`src/rtl/mac_sink_pkg.sv`:
```
// Shared defaults, pointer sizing and entry layout for the MAC result sink.
package mac_sink_pkg;

    localparam int DEF_ACC_WIDTH = 16;
    localparam int DEF_ID_WIDTH  = 1;
    localparam int DEF_DEPTH     = 4;

    // Index width for a FIFO of the given depth; never zero so a 1-bit slice always exists.
    function automatic int ptr_w(input int depth);
        return (depth > 1) ? $clog2(depth) : 1;
    endfunction

    // Canonical entry layout at default widths; modules mirror it with their own widths.
    typedef struct packed {
        logic [DEF_ACC_WIDTH-1:0] acc;
        logic [DEF_ID_WIDTH-1:0]  id;
    } mac_entry_t;

endpackage

```
`src/rtl/mac_sink_fifo.sv`:
```
// Result FIFO: storage, wrapping pointers and occupancy. Writes/reads arrive pre-qualified.
module mac_sink_fifo
    import mac_sink_pkg::*;
#(
    parameter int DEPTH = DEF_DEPTH,
    parameter int W     = DEF_ACC_WIDTH + DEF_ID_WIDTH
) (
    input  logic                    clk,
    input  logic                    rst,
    input  logic                    i_clr,
    input  logic                    i_wr,
    input  logic                    i_rd,
    input  logic [W-1:0]            i_data,
    output logic [W-1:0]            o_head,
    output logic [ptr_w(DEPTH):0]   o_count,
    output logic [ptr_w(DEPTH):0]   o_count_next,
    output logic                    o_full,
    output logic                    o_empty
);

    localparam int PW = ptr_w(DEPTH);
    localparam int CW = PW + 1;

    logic [W-1:0]  r_mem [DEPTH];
    logic [PW-1:0] r_wr_ptr;
    logic [PW-1:0] r_rd_ptr;
    logic [CW-1:0] r_count;
    logic [CW-1:0] w_count_next;

    always_comb begin
        w_count_next = r_count;
        case ({i_wr, i_rd})
            2'b10:   w_count_next = r_count + CW'(1);
            2'b01:   w_count_next = r_count - CW'(1);
            default: w_count_next = r_count;
        endcase
    end

    // Storage is deliberately left out of reset; the pointers alone define what is valid.
    always_ff @(posedge clk) begin
        if (i_wr) r_mem[r_wr_ptr] <= i_data;
    end

    always_ff @(posedge clk or posedge rst) begin
        if (rst) begin
            r_wr_ptr <= '0;
            r_rd_ptr <= '0;
            r_count  <= '0;
        end else if (i_clr) begin
            r_wr_ptr <= '0;
            r_rd_ptr <= '0;
            r_count  <= '0;
        end else begin
            if (i_wr) r_wr_ptr <= r_wr_ptr + PW'(1);
            if (i_rd) r_rd_ptr <= r_rd_ptr + PW'(1);
            r_count <= w_count_next;
        end
    end

    assign o_head       = r_mem[r_rd_ptr];
    assign o_count      = r_count;
    assign o_count_next = w_count_next;
    assign o_full       = (r_count == CW'(DEPTH));
    assign o_empty      = (r_count == '0);

endmodule

```
`src/rtl/mac_result_sink.sv`:
```
// Collects MAC pipeline results into a FIFO with registered backpressure and
// sticky overflow / out-of-order tag flags.
module mac_result_sink
    import mac_sink_pkg::*;
#(
    parameter int ACC_WIDTH = DEF_ACC_WIDTH,
    parameter int ID_WIDTH  = DEF_ID_WIDTH,
    parameter int DEPTH     = DEF_DEPTH
) (
    input  logic                   clk,
    input  logic                   rst,
    input  logic                   init_n,
    input  logic                   arrive,
    input  logic                   push_out_n,
    input  logic [ACC_WIDTH-1:0]   acc,
    input  logic [ID_WIDTH-1:0]    arrive_id,
    output logic                   accept_n,
    output logic                   out_valid,
    input  logic                   out_ready,
    output logic [ACC_WIDTH-1:0]   out_acc,
    output logic [ID_WIDTH-1:0]    out_id,
    output logic [ptr_w(DEPTH):0]  count,
    output logic                   ovf,
    output logic                   id_err
);

    localparam int CW = ptr_w(DEPTH) + 1;
    localparam logic [CW-1:0] ALMOST_FULL = CW'(DEPTH - 1);

    typedef struct packed {
        logic [ACC_WIDTH-1:0] acc;
        logic [ID_WIDTH-1:0]  id;
    } entry_t;

    entry_t        w_wdata;
    entry_t        w_head;
    logic [CW-1:0] w_count;
    logic [CW-1:0] w_count_next;
    logic          w_full;
    logic          w_empty;
    logic          w_capture;
    logic          w_pop;
    logic          w_wr;
    logic          w_rd;
    logic          w_drop;
    logic          w_tag_bad;

    logic                r_accept_n;
    logic [ID_WIDTH-1:0] r_exp_id;
    logic                r_ovf;
    logic                r_id_err;

    assign w_capture = arrive & ~push_out_n;
    assign w_pop     = ~w_empty & out_ready;
    // When full, a simultaneous pop frees the slot first, so the capture still lands.
    assign w_wr      = init_n & w_capture & (~w_full | w_pop);
    assign w_rd      = init_n & w_pop;
    assign w_drop    = w_capture & w_full & ~w_pop;
    assign w_tag_bad = w_capture & (arrive_id != r_exp_id);
    assign w_wdata   = '{acc: acc, id: arrive_id};

    mac_sink_fifo #(
        .DEPTH (DEPTH),
        .W     (ACC_WIDTH + ID_WIDTH)
    ) u_fifo (
        .clk          (clk),
        .rst          (rst),
        .i_clr        (~init_n),
        .i_wr         (w_wr),
        .i_rd         (w_rd),
        .i_data       (w_wdata),
        .o_head       (w_head),
        .o_count      (w_count),
        .o_count_next (w_count_next),
        .o_full       (w_full),
        .o_empty      (w_empty)
    );

    // accept_n asserts one slot early so a result already in flight has a skid entry.
    always_ff @(posedge clk or posedge rst) begin
        if (rst) begin
            r_accept_n <= 1'b1;
            r_exp_id   <= '0;
            r_ovf      <= 1'b0;
            r_id_err   <= 1'b0;
        end else if (!init_n) begin
            r_accept_n <= 1'b0;
            r_exp_id   <= '0;
            r_ovf      <= 1'b0;
            r_id_err   <= 1'b0;
        end else begin
            r_accept_n <= (w_count_next >= ALMOST_FULL);
            if (w_capture) r_exp_id <= r_exp_id + ID_WIDTH'(1);
            if (w_drop)    r_ovf    <= 1'b1;
            if (w_tag_bad) r_id_err <= 1'b1;
        end
    end

    assign accept_n  = r_accept_n;
    assign out_valid = ~w_empty;
    assign out_acc   = w_head.acc;
    assign out_id    = w_head.id;
    assign count     = w_count;
    assign ovf       = r_ovf;
    assign id_err    = r_id_err;

endmodule

```
`config.mk`:
```
export PLATFORM = sky130hd
export DESIGN_NAME = mac_result_sink
export DESIGN_NICKNAME = d
export VERILOG_FILES = /design/src/rtl/mac_sink_pkg.sv /design/src/rtl/mac_sink_fifo.sv /design/src/rtl/mac_result_sink.sv
export SDC_FILE = /design/constraint.sdc
export NUM_CORES = 1
export LEC_CHECK = 0
export ABC_AREA = 1
export BUFFER_PORTS_ARGS = -buffer_cell sky130_fd_sc_hd__buf_2
export CORE_AREA = 5 5 110 112
export CTS_CLUSTER_SIZE = 14
export DETAILED_ROUTE_END_ITERATION = 6
export DIE_AREA = 0 0 115 117
export SLEW_MARGIN = 30
export SYNTH_ARGS = -nofsm -noshare
export SYNTH_HDL_FRONTEND = slang
export SYNTH_HIERARCHICAL = 1
export SYNTH_SLANG_ARGS = --single-unit
```
`constraint.sdc`:
```
create_clock -name clk -period 4.9 [get_ports clk]
set_clock_uncertainty 0.15 [all_clocks]
set_input_delay 0.98 -clock clk [delete_from_list [all_inputs] [get_ports clk]]
set_output_delay 0.98 -clock clk [all_outputs]
set_load 0.02 [all_outputs]
```
==> impl_metrics.ini, run 1 <==
[synth]
compound_gate_portion_of_the_synthesized_area = 0.1026
synthesis.yosys.warnings = 6
synthSimpleGateAreaFrac = 0.09247
synth_top_area_frac = 0.6368
synth_largest_area_cell = sky130_fd_sc_hd__edfxtp_1
synth.mux.area_fraction = 0
avgSynthCellArea_um2 = 12.53
synthesis.instances = 256
ys_ff_latch = 79
syn_area_um2 = 3207
synth-adder-area-share = 0.02575
synth_xor_area_frac = 0
synth-seq-area-share = 0.7230
yosys-top-cells-area = sky130_fd_sc_hd__edfxtp_1 64%, sky130_fd_sc_hd__dfrtp_1 7.8%, sky130_fd_sc_hd__o21ai_0 5.2%, sky130_fd_sc_hd__nor2_1 4.8%, sky130_fd_sc_hd__o22ai_1 3.3%
main_combinational_cell_family_by_area_after_synthesis = compound AO/OA/AOI/OAI gates
synth.lib_cells_used.distinct = 22
syn_nets = 285

[power_and_ir_drop]
power.clock.fraction = 0.404
seq_power_share = 0.524
power_switching_share = 0.2252
vdd.ir_drop.worst_uv = 123.6
p_switching_mw = 0.3236
p_leak_nw = 1.500
cellInternalPower_mw = 1.113
share_comb_of_total_power = 0.072
powerDensity_nw_per_um2 = 378.0

[clock_network]
clkTransAtPathRegs_ps = 50
cts_post_setup_buffers_inserted = 0
number_of_sinks_handled_by_clock_tree_synthesis = 79
post_cts_resize_count = 0
clock_latency_on_the_worst_skew_pair_ps = 320
htree_levels = 3
postCtsHoldBufs = 0
cts_tree = done
cts_buffers = 9
cts_root_buffer = sky130_fd_sc_hd__clkbuf_16
clock_tree.buffer_depth = 2

[routing]
firstDrtPassIters = 4
met2_wirelength_um = 3252
route.antenna.remaining_nets = 0
routed_metal_1_wirelength_um = 2764
wl_um = 6533
highest-signal-layer = met4
vias_per_cell = 4.574
met3_layer_wire_length_in_the_routed_design_um = 414
drc = 0
vias = 2063
drt_first_iter_violations = 134
routedWlPerCell_um = 14.49

[place]
place_ws_ps = 1737
globalplace.congestion = 0.7415
io_buffer_count = 46
hpwlAfterDp_um = 4246

[timing]
rsz0062_at_grt = no
max-slew-margin-rel = 0.4497
final-max-slew-violation-count = 0
tightestPinTransition_ps = 824.6
post-route-min-period_ps = 3068
fin_crit_sh = 0.6261
timing.setup.tns_ps = 0
report.final.setup_viol = 0
final_critical_path_setup_slack_ps = 1832
fmaxAchievable_ghz = 0.3259
final-hold-violation-count = 0

[min_path]
timing.hold.worst.class = flip-flop to flip-flop

[floorplan]
die_w_um = 115
die_span_in_y_um = 117
dieArea_um2 = 13460
top_level_ports = 47
core-area_um2 = 11130
floorplan.initialDensity = 0.2882
placementRows = 39

[worst_setup_path]
worstSetupEndpointType = output port
worstPathMaxFanout = 37
worst_ep_required_time_ps = 3770
critPathArrivalTime_ps = 1940
startpoint_type = flip-flop
worst-setup-path-type = flip-flop to output port

[layout]
filler_cell_count = 1116
fin_nets = 333
antenna_cells_inserted = 0
layout-drive-gt1-share = 0.2110
syn_to_final_growth_pct = 18.53

[outcome]
run_status = complete, no violations

[global_routing]
grt_antenna_before_repair = 0
grt_pass1_wl_um = 10430
globalRoute.totalOverflow = 0
grt_start_max_net_pins = 38
grt.total_usage = 0.1035
via_count_of_the_first_global_routing_pass = 2065

[run]
timing.max_cap.violations = 0
==> cell type report <==
cell class	count	area, um^2	area share
flip-flops and latches	79	2320	0.6103
multi-input cells	142	708.2	0.1863
repair buffers	46	230.2	0.06057
clock buffers	9	225.2	0.05925
well taps	143	178.9	0.04707
inverters	26	100.1	0.02633
clock inverters	6	38.79	0.01020
==> path summary, 6_finish.rpt <==
kind | start | cells after the start | to | slack [ps]
min in group asynchronous | rst | 2 | ovf$_DFFE_PP0P_ | 400
setup / recovery | u_fifo/r_rd_ptr[0]$_DFFE_PP0P_ | 4 | out_acc[8] | 1830
setup reg to reg | u_fifo/o_count[1]$_DFF_PP0_ | 13 | accept_n$_DFF_PP1_ | 2300
hold reg to reg | id_err$_DFFE_PP0P_ | 2 | id_err$_DFFE_PP0P_ | 340
hold / removal | id_err$_DFFE_PP0P_ | 2 | id_err$_DFFE_PP0P_ | 340
max in group asynchronous | rst | 2 | u_fifo/r_rd_ptr[0]$_DFFE_PP0P_ | 3880
==> synth_stat cells, drive strengths merged <==
cell,n
dfrtp,10
dfstp,1
inv,26
nand2,27
edfxtp,68
o21bai,1
o21ai,38
nor2,41
nor3,2
a21oi,5
fa,1
nand4,1
nand3,4
ha,5
o22ai,17
buf,9
==> power groups by stage <==
stage / combinational (mW) / sequential, mW / clock [mW]
global route: 0.117 / 0.755 / 0.635
CTS: 0.106 / 0.753 / 0.601
finish: 0.104 / 0.753 / 0.580
detailed placement: 0.105 / 0.767 / 0
global placement: 0.103 / 0.766 / 0
floorplan: 0.0679 / 0.764 / 0
==> cells in the final DEF, fill, tap and decap left out, drive strengths merged <==
cell type,Yosys,layout
edfxtp,68,68
buf,9,46
nor2,41,41
o21ai,38,38
nand2,27,27
inv,26,26
o22ai,17,17
dfrtp,10,10
clkbuf,0,9
a21oi,5,5
ha,5,5
clkinv,0,5
nand3,4,4
nor3,2,2
o21bai,1,1
dfstp,1,1
clkinvlp,0,1
nand4,1,1
fa,1,1
==> routing by layer <==
metal	track usage	up-vias
met4	0.03991	0
met1	0.1222	999
li1	-	997
met5	0	-
met3	0.03599	9
met2	0.1744	58
==> worst max-delay path, stage by stage (launching register included) <==
cell and delay, ps:
sky130_fd_sc_hd__dfrtp_2 760, sky130_fd_sc_hd__inv_4 270, sky130_fd_sc_hd__o21ai_0 280, sky130_fd_sc_hd__o22ai_1 130
sky130_fd_sc_hd__buf_2 180
==> metrics by stage <==
step	utilization	instances	cell area (um^2)	hold WS, ps	power (mW)
final	0.3417	451	3801	335.9	1.437
after global routing	0.3417	451	3801	384.7	1.506
after CTS	0.3417	451	3801	341.1	1.460
after detailed placement	0.3179	436	3537	317.3	0.8722
after global placement	0.3178	436	3536	312.5	0.8691
after floorplan	-	256	3207	383.3	0.8324
==> logic make-up (layout without fill, tap and decap cells) <==
group / Yosys count / in the layout
AND/OR/NAND/NOR: 75 / 75
flip-flops: 79 / 79
AO/OA/AOI/OAI: 61 / 61
adder cells (fa/ha/maj): 6 / 6
buffers and inverters: 35 / 87
==> registers in the layout, summed over array words and instances, names as in the netlist <==
name and flops:
u_fifo/r_rd_ptr 2, id_err 1, accept_n 1, ovf 1, u_fifo/r_mem 68, u_fifo/r_wr_ptr 2
r_exp_id 1, u_fifo/o_count 3
No activity file was read; power rests on OpenSTA's default activity.
==> inputs of run 2 (changes only) <==
clock period = 3.2 ns   (was 4.9 ns; I/O delays follow)
==> impl_metrics.ini, run 2 (synthesis gave the netlist of run 1 again) <==
[clock_network]
postCtsHoldBufs = 0
number_of_sinks_handled_by_clock_tree_synthesis = 79
post_cts_resize_count = 0
cts_post_setup_buffers_inserted = 0
cts_buffers = 9
clkTransAtPathRegs_ps = 60
clock_tree.buffer_depth = 2
htree_levels = 3
clock_latency_on_the_worst_skew_pair_ps = 330
cts_tree = done
cts_root_buffer = sky130_fd_sc_hd__clkbuf_16

[timing]
fin_crit_sh = 0.8397
post-route-min-period_ps = 2687
timing.setup.tns_ps = 0
tightestPinTransition_ps = 786.7
rsz0062_at_grt = no
final-max-slew-violation-count = 0
fmaxAchievable_ghz = 0.3722
max-slew-margin-rel = 0.4749
report.final.setup_viol = 0
final-hold-violation-count = 0

[worst_setup_path]
timing.rr.start = u_fifo/o_count[1]$_DFF_PP0_
regToRegEndpoint = accept_n$_DFF_PP1_
startpoint_type = flip-flop
worstPathMaxFanout = 19
setup_slack_reg_to_reg_ps = 720
worstSetupEndpointType = output port
worst_ep_required_time_ps = 2410
critical_path_start = u_fifo/r_rd_ptr[1]$_DFFE_PP0P_
endpoint = out_acc[8]
worst-setup-path-type = flip-flop to output port
critPathArrivalTime_ps = 1900
r2r.worst_path.cells = 14

[routing]
route.antenna.remaining_nets = 0
routedWlPerCell_um = 14.01
drt_first_iter_violations = 132
wl_um = 6415
firstDrtPassIters = 4
drc = 0
vias = 2065
vias_per_cell = 4.509

[floorplan]
core-area_um2 = 11130
top_level_ports = 47
die_span_in_y_um = 117
placementRows = 39
dieArea_um2 = 13460
die_w_um = 115
floorplan.initialDensity = 0.2882

[layout]
layout-drive-gt1-share = 0.2222
layout.cells.most_common_list = 68 x sky130_fd_sc_hd__edfxtp_1, 46 x sky130_fd_sc_hd__buf_2, 41 x sky130_fd_sc_hd__nor2_1
number_of_standard_cells_in_the_final_layout_excluding_fillers = 458
layout_commonest_cell = sky130_fd_sc_hd__edfxtp_1
filler_cell_count = 1119
syn_to_final_growth_pct = 20.13
largest_register_ffs = 68
regMostFlops = u_fifo/r_mem
antenna_cells_inserted = 0
fin_nets = 339

[power_and_ir_drop]
p_switching_mw = 0.5154
power_switching_share = 0.2310
totalPowerFinal_mw = 2.231
seq_power_share = 0.515
powerDensity_nw_per_um2 = 579.0
vdd.ir_drop.worst_uv = 280.8
share_comb_of_total_power = 0.075
power.clock.fraction = 0.410
cellInternalPower_mw = 1.715
p_leak_nw = 1.536

[global_routing]
grt_start_max_net_pins = 35
via_count_of_the_first_global_routing_pass = 2064
grt_pass1_wl_um = 10340
grt.total_usage = 0.1007
grt_antenna_before_repair = 0
globalRoute.totalOverflow = 0

[min_path]
timing.hold.worst.class = primary input to async pin

[place]
hpwlAfterDp_um = 4136
numPlacedInstances = 442
globalplace.congestion = 0.7516
io_buffer_count = 46

[outcome]
run_status = complete, no violations

[run]
timing.max_cap.violations = 0
==> run 2: cell types whose count changed in the layout (fill, tap and decap cells not counted) <==
cell,delta
sky130_fd_sc_hd__clkinv_1,+1
sky130_fd_sc_hd__buf_4,+6
sky130_fd_sc_hd__clkinv_2,-1
sky130_fd_sc_hd__inv_6,+2
sky130_fd_sc_hd__dfrtp_1,+1
sky130_fd_sc_hd__dfrtp_2,-1
sky130_fd_sc_hd__clkinv_4,-1
==> run 2: worst min path at each step <==
stage	to	depth (start not counted)
after floorplan	id_err$_DFFE_PP0P_	1
after global placement	id_err$_DFFE_PP0P_	2
after detailed placement	id_err$_DFFE_PP0P_	2
after CTS	ovf$_DFFE_PP0P_	2
after global routing	ovf$_DFFE_PP0P_	2
final	ovf$_DFFE_PP0P_	2
==> run 2: final cells by class <==
class	count	area (um^2)	share of cell area
clock buffers	9	225.2	0.05846
clock inverters	7	46.29	0.01202
inverters	26	100.1	0.02598
multi-input cells	142	708.2	0.1838
flip-flops and latches	79	2318	0.6018
well taps	143	178.9	0.04644
repair buffers	52	275.3	0.07145
==> run 2: metal layers <==
layer / up-vias / share of wire / global-route usage
li1: 1013 / - / -
met1: 990 / 0.44 / 0.1222
met5: - / 0 / 0
met2: 54 / 0.49 / 0.1678
met3: 8 / 0.059 / 0.03805
met4: 0 / 0.0089 / 0.02973
==> run 2: power by group through the flow <==
stage	combinational (mW)	sequential [mW]	clock, mW
after floorplan	0.104	1.17	0
after detailed placement	0.171	1.17	0
after global routing	0.190	1.15	0.983
final	0.168	1.15	0.915
after global placement	0.167	1.17	0
after CTS	0.171	1.15	0.944
==> run 2: metrics by stage <==
step	setup WS [ps]	util	hold WS, ps	instance area, um^2
floorplan	667.2	-	255.4	3207
global placement	693.8	0.3219	317.8	3581
detailed placement	599.7	0.3219	310.6	3581
CTS	430.8	0.3463	39.80	3852
global route	330.1	0.3463	48.39	3852
finish	513.0	0.3463	47.37	3852
==> run 2: critical path: stages (launching register included) <==
cell and delay, ps:
sky130_fd_sc_hd__dfrtp_1 620, sky130_fd_sc_hd__inv_2 390, sky130_fd_sc_hd__o21ai_0 170, sky130_fd_sc_hd__o22ai_1 190, sky130_fd_sc_hd__buf_2 200
